$ cat config.mk
export PLATFORM = sky130hd
export DESIGN_NAME = fetch_ctrl_flat
export DESIGN_NICKNAME = d
export VERILOG_FILES = /design/src/rtl/fetch_ctrl_pkg.sv /design/src/rtl/fetch_ctrl_if.sv /design/src/rtl/fetch_ctrl_npc_mux.sv /design/src/rtl/fetch_ctrl.sv /design/src/flat_wrapper.sv
export SDC_FILE = /design/constraint.sdc
export NUM_CORES = 1
export LEC_CHECK = 0
export CORE_MARGIN = 1
export CORE_UTILIZATION = 35
export CTS_BUF_LIST = sky130_fd_sc_hd__clkbuf_16
export CTS_CLUSTER_SIZE = 12
export DETAILED_ROUTE_END_ITERATION = 16
export PLACE_DENSITY = 0.66
export SLEW_MARGIN = 0
export SYNTH_ARGS = -nofsm -noshare
export SYNTH_HDL_FRONTEND = slang
export SYNTH_HIERARCHICAL = 1
export SYNTH_SLANG_ARGS = --single-unit
$ cat constraint.sdc
create_clock -name clk -period 3.35 [get_ports clk]
set_input_delay 0.335 -clock clk [delete_from_list [all_inputs] [get_ports clk]]
set_output_delay 0.335 -clock clk [all_outputs]
set_load 0.01 [all_outputs]
$ cat src/rtl/fetch_ctrl_pkg.sv
// Shared definitions for the fetch controller: FSM encoding, NOP word, pcsrc codes, IF/ID layout.
package fetch_ctrl_pkg;

  typedef logic [1:0] fsm_state_t;

  localparam fsm_state_t StBoot    = 2'd0;
  localparam fsm_state_t StRun     = 2'd1;
  localparam fsm_state_t StMemWait = 2'd2;

  localparam logic [31:0] Nop = 32'h0000_0013;

  localparam logic [1:0] PcsrcSeq = 2'b00;
  localparam logic [1:0] PcsrcBr  = 2'b01;
  localparam logic [1:0] PcsrcJmp = 2'b10;
  localparam logic [1:0] PcsrcReg = 2'b11;

  typedef struct packed {
    logic [31:0] dpc4;
    logic [31:0] dinst;
    logic        dvalid;
  } ifid_t;

  function automatic logic [31:0] sat_inc(input logic [31:0] v);
    return (v == 32'hFFFF_FFFF) ? v : v + 32'd1;
  endfunction

endpackage

$ cat src/rtl/fetch_ctrl_if.sv
// Instruction-memory bus between the fetch controller (master) and instruction memory (slave).
interface fetch_ctrl_if;
  logic [31:0] pc;
  logic        imem_req;
  logic [31:0] imem_rdata;
  logic        imem_valid;

  modport master (
    output pc,
    output imem_req,
    input  imem_rdata,
    input  imem_valid
  );

  modport slave (
    input  pc,
    input  imem_req,
    output imem_rdata,
    output imem_valid
  );
endinterface

$ cat src/rtl/fetch_ctrl_npc_mux.sv
// Next-PC selector: purely combinational choice among sequential, branch, jump and register targets.
module npc_mux
  import fetch_ctrl_pkg::*;
(
  input  logic [1:0]  pcsrc_i,
  input  logic [31:0] pc4_i,
  input  logic [31:0] bpc_i,
  input  logic [31:0] jpc_i,
  input  logic [31:0] rpc_i,
  output logic [31:0] npc_o
);

  always_comb begin
    npc_o = pc4_i;
    unique case (pcsrc_i)
      PcsrcSeq: npc_o = pc4_i;
      PcsrcBr:  npc_o = bpc_i;
      PcsrcJmp: npc_o = jpc_i;
      PcsrcReg: npc_o = rpc_i;
      default:  npc_o = pc4_i;
    endcase
  end

endmodule

$ cat src/rtl/fetch_ctrl.sv
// Instruction fetch controller with IF/ID register and deferred redirect.
// Optional performance counters are built when FETCH_PERF_EN is defined.
module fetch_ctrl
  import fetch_ctrl_pkg::*;
#(
  parameter logic [31:0] RESET_PC = 32'h0000_0000
) (
  input  logic               clk,
  input  logic               rst,
  input  logic               wpcir,
  input  logic               flush,
  input  logic [1:0]         pcsrc,
  input  logic [31:0]        bpc,
  input  logic [31:0]        jpc,
  input  logic [31:0]        rpc,
  fetch_ctrl_if.master       imem,
  output logic [31:0]        dpc4,
  output logic [31:0]        dinst,
  output logic               dvalid
`ifdef FETCH_PERF_EN
  ,
  output logic [31:0]        stall_cnt,
  output logic [31:0]        flush_cnt,
  output logic [31:0]        memwait_cnt
`endif
);

  fsm_state_t  state_q, state_d;
  logic [31:0] pc_q, pc_d;
  ifid_t       ifid_q, ifid_d;
  logic        redir_pend_q, redir_pend_d;
  logic [31:0] redir_pc_q, redir_pc_d;

  logic        active;
  logic        adv;
  logic [31:0] pc4;
  logic [31:0] npc;

  assign active = (state_q == StRun) || (state_q == StMemWait);
  assign adv    = active && imem.imem_valid && wpcir;
  assign pc4    = pc_q + 32'd4;

  npc_mux u_npc_mux (
    .pcsrc_i (pcsrc),
    .pc4_i   (pc4),
    .bpc_i   (bpc),
    .jpc_i   (jpc),
    .rpc_i   (rpc),
    .npc_o   (npc)
  );

  always_comb begin
    state_d      = state_q;
    pc_d         = pc_q;
    ifid_d       = ifid_q;
    redir_pend_d = redir_pend_q;
    redir_pc_d   = redir_pc_q;

    case (state_q)
      StBoot:    state_d = StRun;
      StRun:     if (!imem.imem_valid) state_d = StMemWait;
      StMemWait: if (imem.imem_valid) state_d = StRun;
      default:   state_d = StBoot;
    endcase

    if (adv) begin
      if (redir_pend_q) begin
        // Word fetched from the stale path is dropped.
        pc_d         = redir_pc_q;
        redir_pend_d = 1'b0;
        ifid_d       = '{dpc4: ifid_q.dpc4, dinst: Nop, dvalid: 1'b0};
      end else begin
        pc_d   = npc;
        ifid_d = '{dpc4: pc4, dinst: imem.imem_rdata, dvalid: 1'b1};
      end
    end else if (active) begin
      if ((pcsrc != PcsrcSeq) && !redir_pend_q) begin
        redir_pend_d = 1'b1;
        redir_pc_d   = npc;
      end
      if (!imem.imem_valid && wpcir) begin
        ifid_d = '{dpc4: ifid_q.dpc4, dinst: Nop, dvalid: 1'b0};
      end
    end

    if (flush) begin
      ifid_d.dinst  = Nop;
      ifid_d.dvalid = 1'b0;
    end
  end

  always_ff @(posedge clk) begin
    if (rst) begin
      state_q      <= StBoot;
      pc_q         <= RESET_PC;
      ifid_q       <= '{dpc4: 32'd0, dinst: Nop, dvalid: 1'b0};
      redir_pend_q <= 1'b0;
      redir_pc_q   <= 32'd0;
    end else begin
      state_q      <= state_d;
      pc_q         <= pc_d;
      ifid_q       <= ifid_d;
      redir_pend_q <= redir_pend_d;
      redir_pc_q   <= redir_pc_d;
    end
  end

  assign imem.pc       = pc_q;
  assign imem.imem_req = active;
  assign dpc4          = ifid_q.dpc4;
  assign dinst         = ifid_q.dinst;
  assign dvalid        = ifid_q.dvalid;

`ifdef FETCH_PERF_EN
  logic [31:0] stall_cnt_q, stall_cnt_d;
  logic [31:0] flush_cnt_q, flush_cnt_d;
  logic [31:0] memwait_cnt_q, memwait_cnt_d;

  always_comb begin
    stall_cnt_d   = (active && !wpcir) ? sat_inc(stall_cnt_q) : stall_cnt_q;
    flush_cnt_d   = flush ? sat_inc(flush_cnt_q) : flush_cnt_q;
    memwait_cnt_d = (state_q == StMemWait) ? sat_inc(memwait_cnt_q) : memwait_cnt_q;
  end

  always_ff @(posedge clk) begin
    if (rst) begin
      stall_cnt_q   <= 32'd0;
      flush_cnt_q   <= 32'd0;
      memwait_cnt_q <= 32'd0;
    end else begin
      stall_cnt_q   <= stall_cnt_d;
      flush_cnt_q   <= flush_cnt_d;
      memwait_cnt_q <= memwait_cnt_d;
    end
  end

  assign stall_cnt   = stall_cnt_q;
  assign flush_cnt   = flush_cnt_q;
  assign memwait_cnt = memwait_cnt_q;
`endif

endmodule

$ cat src/flat_wrapper.sv
// flat-port wrapper written by rule: the top's interface ports become plain ports
module fetch_ctrl_flat import fetch_ctrl_pkg::*;
#(
  parameter logic [31:0] RESET_PC = 32'h0000_0000
)
  (clk, rst, wpcir, flush, pcsrc, bpc, jpc, rpc, dpc4, dinst, dvalid, imem_pc, imem_imem_req, imem_imem_rdata, imem_imem_valid);
  fetch_ctrl_if imem_i ();
  input  logic clk;
  input  logic rst;
  input  logic wpcir;
  input  logic flush;
  input  logic [1:0] pcsrc;
  input  logic [31:0] bpc;
  input  logic [31:0] jpc;
  input  logic [31:0] rpc;
  output logic [31:0] dpc4;
  output logic [31:0] dinst;
  output logic dvalid;
  output wire logic [$bits(imem_i.pc)-1:0] imem_pc;
  output wire logic [$bits(imem_i.imem_req)-1:0] imem_imem_req;
  input wire logic [$bits(imem_i.imem_rdata)-1:0] imem_imem_rdata;
  input wire logic [$bits(imem_i.imem_valid)-1:0] imem_imem_valid;
  assign imem_pc = imem_i.pc;
  assign imem_imem_req = imem_i.imem_req;
  assign imem_i.imem_rdata = imem_imem_rdata;
  assign imem_i.imem_valid = imem_imem_valid;
  fetch_ctrl #(.RESET_PC(RESET_PC)) u_core (.clk(clk), .rst(rst), .wpcir(wpcir), .flush(flush), .pcsrc(pcsrc), .bpc(bpc), .jpc(jpc), .rpc(rpc), .imem(imem_i), .dpc4(dpc4), .dinst(dinst), .dvalid(dvalid));
endmodule
==> results of run 1 <==
state kept, by name, indices dropped and copies added (netlist names):
signal and flops:
u_core/dvalid 1, u_core/state_q 2, u_core/dpc4 32, u_core/redir_pend_q 1, u_core/dinst 32, u_core/imem.pc 32, u_core/redir_pc_q 32
worst max-delay path, delay by kind of cell, from the launching register on:
kind | cells | cell delay (ns)
compound gates | 2 | 0.46
fa+ha+maj | 1 | 0.23
buf+inv | 1 | 0.18
flops | 1 | 0.44
mux | 2 | 0.67
simple gates | 3 | 0.72
metal layers:
layer / track usage, % / vias to the layer above
met5: 0 / -
met4: 7.037 / 2
met3: 6.593 / 18
met2: 33.90 / 204
met1: 26.18 / 2773
li1: - / 2908
area by class of cell:
class / instances / area [µm²] / share of cell area, %
multi-input cells: 481 / 3353 / 36.04
flip-flops and latches: 132 / 2644 / 28.41
repair buffers: 245 / 2407 / 25.87
clock buffers: 17 / 425.4 / 4.572
well taps: 225 / 281.5 / 3.025
clock inverters: 15 / 118.9 / 1.277
inverters: 20 / 75.07 / 0.8068
per-stage QoR:
step | hold WS, ns | power (µW) | std cells | cell area [µm²]
floorplan | 0.4360 | 2369 | 692 | 6355
global placement | 0.4396 | 2822 | 1103 | 8761
detailed placement | 0.4466 | 2830 | 1103 | 8761
CTS | 0.4514 | 4559 | 1135 | 9305
global route | 0.4676 | 4727 | 1135 | 9305
finish | 0.4493 | 4512 | 1135 | 9305
cells in the final DEF, fill, tap and decap left out, drive strengths merged, types with 2 or more instances in the layout:
cell / instances
a211oi: 38
a21oi: 46
a22oi: 29
a311oi: 12
a31oi: 2
and3: 2
and4: 2
buf: 16
clkbuf: 17
clkdlybuf4s50: 229
clkinv: 7
clkinvlp: 6
dfxtp: 132
ha: 4
inv: 21
mux2i: 32
mux4: 32
nand2: 100
nand3: 10
nand4: 5
nor2: 91
nor3: 10
nor4: 3
o21a: 7
o21ai: 8
o21bai: 2
o22ai: 3
o31ai: 8
or2: 2
or3: 5
or4: 9
or4b: 2
xnor2: 7
xor2: 7
power by group:
part,internal [µW],leakage [µW],switching (µW)
Combinational,514,0.00189,468
Sequential,1690,0.00107,122
Clock,1010,0.000253,711
Total,3210,0.00322,1300
worst max-delay path by stage:
| stage | endpoint | cells after the start | from |
|---|---|---|---|
| finish | u_core/imem.pc[28] | 9 | u_core/imem.pc[2] |
| global placement | u_core/imem.pc[28] | 9 | u_core/imem.pc[2] |
| detailed placement | u_core/imem.pc[28] | 9 | u_core/imem.pc[2] |
| floorplan | u_core/imem.pc[28] | 9 | u_core/imem.pc[2] |
| CTS | u_core/imem.pc[28] | 9 | u_core/imem.pc[2] |
| global route | u_core/imem.pc[28] | 9 | u_core/imem.pc[2] |
logic make-up after synthesis:
kind of cell               after synthesis  share of synthesized area [%]
and+or+nand+nor                        244                          16.91
AOI/OAI and AO/OA                      155                          16.42
DFF                                    132                          41.58
buffers and inverters                   79                          5.867
muxes                                   64                          16.50
xor gates and xnor gates                14                          1.930
adders and majority gates                4                         0.7876
==> impl_metrics.ini, run 1 <==
[floorplan]
start_util_pct = 36.24
die-height_um = 136.7
fp-row-count = 48
core_area_um2 = 17540
dieArea_um2 = 18700
die_w_um = 136.7
design.portCount = 233

[cells_and_area]
area_delta_synth_final_pct = 46.43
nFillCells = 1600
final_layout_size_suffix_gt1_share_pct = 9.451
final_util_pct = 53.06
nNetsFinal = 1036
antenna_cells = 0

[routing]
avgRoutedWirePerCell_um = 17.06
via_per_inst = 5.203
wl_met1_um = 8422
top_layer = met5
routed_wl_um = 19360
vias = 5905
wl_met2_um = 9061
drt_first_pass_iters = 5
ant_nets = 0
wl_met3_um = 1641
drt_iter0_drc = 296
drc = 0

[sta]
slew_violations = 0
fin_crit_sh_pct = 84.47
worst_pin_slew_ns = 1.072
min_period_ns = 2.830
fmaxAchievable_mhz = 353.4
fin_tns_setup_ns = 0
setup_ws_ns = 0.5202
setup_viol = 0
rsz0062_at_grt = false
finalHoldViolCount = 0
fin_skew_ns = 0.008340
slew_headroom_pct = 28.35

[worst_setup_path]
worstPathRequired_ns = 3.63
path_cells = ha_1, nand3_1, buf_4, or4_4, o31ai_1, nand2_1, mux4_1, mux2i_1, a211oi_1
startpoint_type = register
r2r_start = u_core/imem.pc[2]
cp_max_fo = 11
reg2reg_to = u_core/imem.pc[28]
max_stage_delay_ns = 0.53
worstSetupPathType = register to register
arrival_ns = 3.11
reg2regPathDepth = 9
r2r_slack_ns = 0.52
cp-end-kind = register
cpMaxStageDelayCell = mux4_1

[clocking]
clk_pin_slew_worst_paths_ns = 0.06
cts_resized = 0
h-tree-depth = 4
cts_setup_buffers = 0
clock-root-buffer = clkbuf_16
hold_buffers = 0
cts_buffers = 17
clkSinkCount = 132
insertion_delay_ns = 0.42
clk_path_buf_depth = 2
tritoncts = done

[logic_synthesis]
synth-main-ff-cell = dfxtp_1
ys_seq_area_share_pct = 41.58
ys_ff_latch = 132
async_flop_share_pct = 0
yosys.area.top_type = dfxtp_1
syn_area_per_cell_um2 = 9.183
synth_most_common_cell = dfxtp_1
synth_edf_count = 0
synth_top_area_share_pct = 41.58
syn_inst = 692
netlist_top_cells_count = dfxtp_1 (132), nand2_1 (100), nor2_1 (91), a21oi_1 (46), clkbuf_1 (44)
ys_warn_count = 6
syn_area_um2 = 6355
synth_fp_nets = 831
netlist-cell-type-count = 43
ys_top_cells_by_area = dfxtp_1 (42%), mux4_2 (11%), nand2_1 (5.9%)

[worst_hold_path]
holdPathEnd = u_core/redir_pc_q[4]
hold_path.class = input pin to register
hp-start = rst
min_path_cells = 2

[power_and_ir_drop]
power_leakage_uw = 0.003220
powerDensity_nw_per_um2 = 484.9
ir_worst_vdd_uv = 345.6

[global_routing]
grt_usage_pct = 20.92
grt_max_degree = 67
grt_pass1_vias = 5599
antenna_found_initial = 1
grt_pass1_wl_um = 29670
grt-ovfl-total = 0

[placed_design]
gp_congestion = 0.7477
dp_hpwl_um = 13570
io_buffers = 232
pre_cts_slack_ns = 0.5133

[flow_run]
cap_violations = 0

[outcome]
status = finished, final reports clean
Power figures use the tool's default switching activity.
==> inputs of run 2 (changes only) <==
--- a/config.mk
+++ b/config.mk
@@ -10,7 +10,7 @@
 export CTS_BUF_LIST = sky130_fd_sc_hd__clkbuf_16
 export CTS_CLUSTER_SIZE = 12
 export DETAILED_ROUTE_END_ITERATION = 16
-export PLACE_DENSITY = 0.66
+export PLACE_DENSITY = 0.69
 export SLEW_MARGIN = 0
 export SYNTH_ARGS = -nofsm -noshare
 export SYNTH_HDL_FRONTEND = slang
==> constraint.sdc (replaced) <==
create_clock -name clk -period 2.5 [get_ports clk]
set_input_delay 0.25 -clock clk [delete_from_list [all_inputs] [get_ports clk]]
set_output_delay 0.25 -clock clk [all_outputs]
set_load 0.01 [all_outputs]
==> run 2 against run 1 <==
Clock-buffer cell count is the same. Combinational power up 47%. Sequential share of layout area decreased by 1.0 points.
==> impl_metrics.ini, run 2 (synthesized netlist as in run 1, its figures left out) <==
[sta]
slew_violations = 0
slew_headroom_pct = 60.64
rsz0062_at_grt = true
min_period_ns = 2.428
setup_viol = 0
fin_crit_sh_pct = 97.14
fmaxAchievable_mhz = 411.8
fin_skew_ns = 0.006368
finalHoldViolCount = 0
worst_pin_slew_ns = 0.5904

[routing]
avgRoutedWirePerCell_um = 17.03
drt_iter0_drc = 336
drt_first_pass_iters = 4
vias = 6018
drc = 0
wl_met3_um = 1417
via_per_inst = 5.157
routed_wl_um = 19870
wl_met1_um = 8583
wl_met2_um = 9578
ant_nets = 0
top_layer = met4

[global_routing]
grt_usage_pct = 21.54
grt-ovfl-total = 0
antenna_found_initial = 0
grt_pass1_vias = 5840
grt_pass1_wl_um = 30440
grt_max_degree = 61

[placed_design]
placed_area_um2 = 9086
gp_congestion = 0.8043
dp_hpwl_um = 14230
dp.cells = 1134
io_buffers = 232

[clocking]
tritoncts = done
cts_buffers = 17
hold_buffers = 0
clk_path_buf_depth = 2
insertion_delay_ns = 0.41
clock-root-buffer = clkbuf_16
clkSinkCount = 132
clk_pin_slew_worst_paths_ns = 0.06
h-tree-depth = 4

[power_and_ir_drop]
ir_worst_vdd_uv = 468.3
powerDensity_nw_per_um2 = 639.9
power_leakage_uw = 0.003434
power_uw = 6200

[cells_and_area]
fin_cells = 1167
design_area_um2 = 9689
antenna_cells = 0
area_delta_synth_final_pct = 52.47
nFillCells = 1598
final_layout_size_suffix_gt1_share_pct = 14.54
multi_input_area_um2 = 3427
final-seq-area_um2 = 2654
layout_commonest_cell = clkdlybuf4s50_1
nNetsFinal = 1068
layout_common_cells = clkdlybuf4s50_1 (229), dfxtp_1 (123), nand2_1 (100)

[worst_setup_path]
startpoint_type = register
cp-end-kind = register
cp_max_fo = 11
critical-path-top-delay-family = simple AND/OR/NAND/NOR gates
path_cells = nand4_1, or4_4, or4_1, nand2_1, mux4_2, mux2i_1, a211oi_1
cpMaxStageDelayCell = or4_4
worstSetupPathType = register to register
arrival_ns = 2.75
max_stage_delay_ns = 0.68
critical_path_buf_inv_count = 0
worstPathRequired_ns = 2.82

[floorplan]
die-height_um = 136.7
design.portCount = 233
die_w_um = 136.7
start_util_pct = 36.24
core_area_um2 = 17540
dieArea_um2 = 18700
fp-row-count = 48

[outcome]
status = finished, final reports clean

[flow_run]
cap_violations = 0

[worst_hold_path]
hold_path.class = input pin to register
run 2: what timing repair did:
action                                  in CTS  in global routing
gates resized for setup                      0                  9
buffers inserted                             0                  1
endpoints found under the setup margin       0                  8
run 2: per-stage QoR:
stage	hold WS [ns]	setup WS [ns]	TNS (ns)	util, %
5_1_grt	0.2892	-0.03649	-0.1339	55.25
6_report	0.2898	0.07161	0	55.25
2_1_floorplan	0.3652	0.008578	0	-
4_1_cts	0.2813	0.05024	0	54.95
3_3_place_gp	0.4418	0.1303	0	51.81
3_5_place_dp	0.4463	0.06521	0	51.81
run 2: per-layer routing:
metal  global-route usage [%]  up-vias
met1                    27.49     2834
li1                         -     2969
met4                    7.531        0
met3                    6.037       20
met2                    34.72      195
met5                        0        -
run 2: where the power goes:
part	switching (µW)	internal, µW	leakage [µW]	total (µW)
clock	935	1440	0.000275	2370
sequential	116	2270	0.00108	2380
combinational	691	752	0.00208	1440
run 2: final timing paths:
path                         from                   end  slack [ns]  depth (start not counted)
max             u_core/imem.pc[2]    u_core/imem.pc[27]        0.07                          7
min                           rst  u_core/redir_pc_q[2]        0.29                          2
max reg2reg     u_core/imem.pc[2]    u_core/imem.pc[27]        0.07                          7
min reg2reg  u_core/redir_pc_q[8]  u_core/redir_pc_q[8]        0.45                          2
run 2: layout make-up:
cell class,count,share of cell area (%)
Multi-Input combinational cell,481,35.37
Tap cell,225,2.905
Timing Repair Buffer,277,27.88
Inverter,20,0.7748
Clock inverter,15,1.291
Sequential cell,132,27.39
Clock buffer,17,4.390
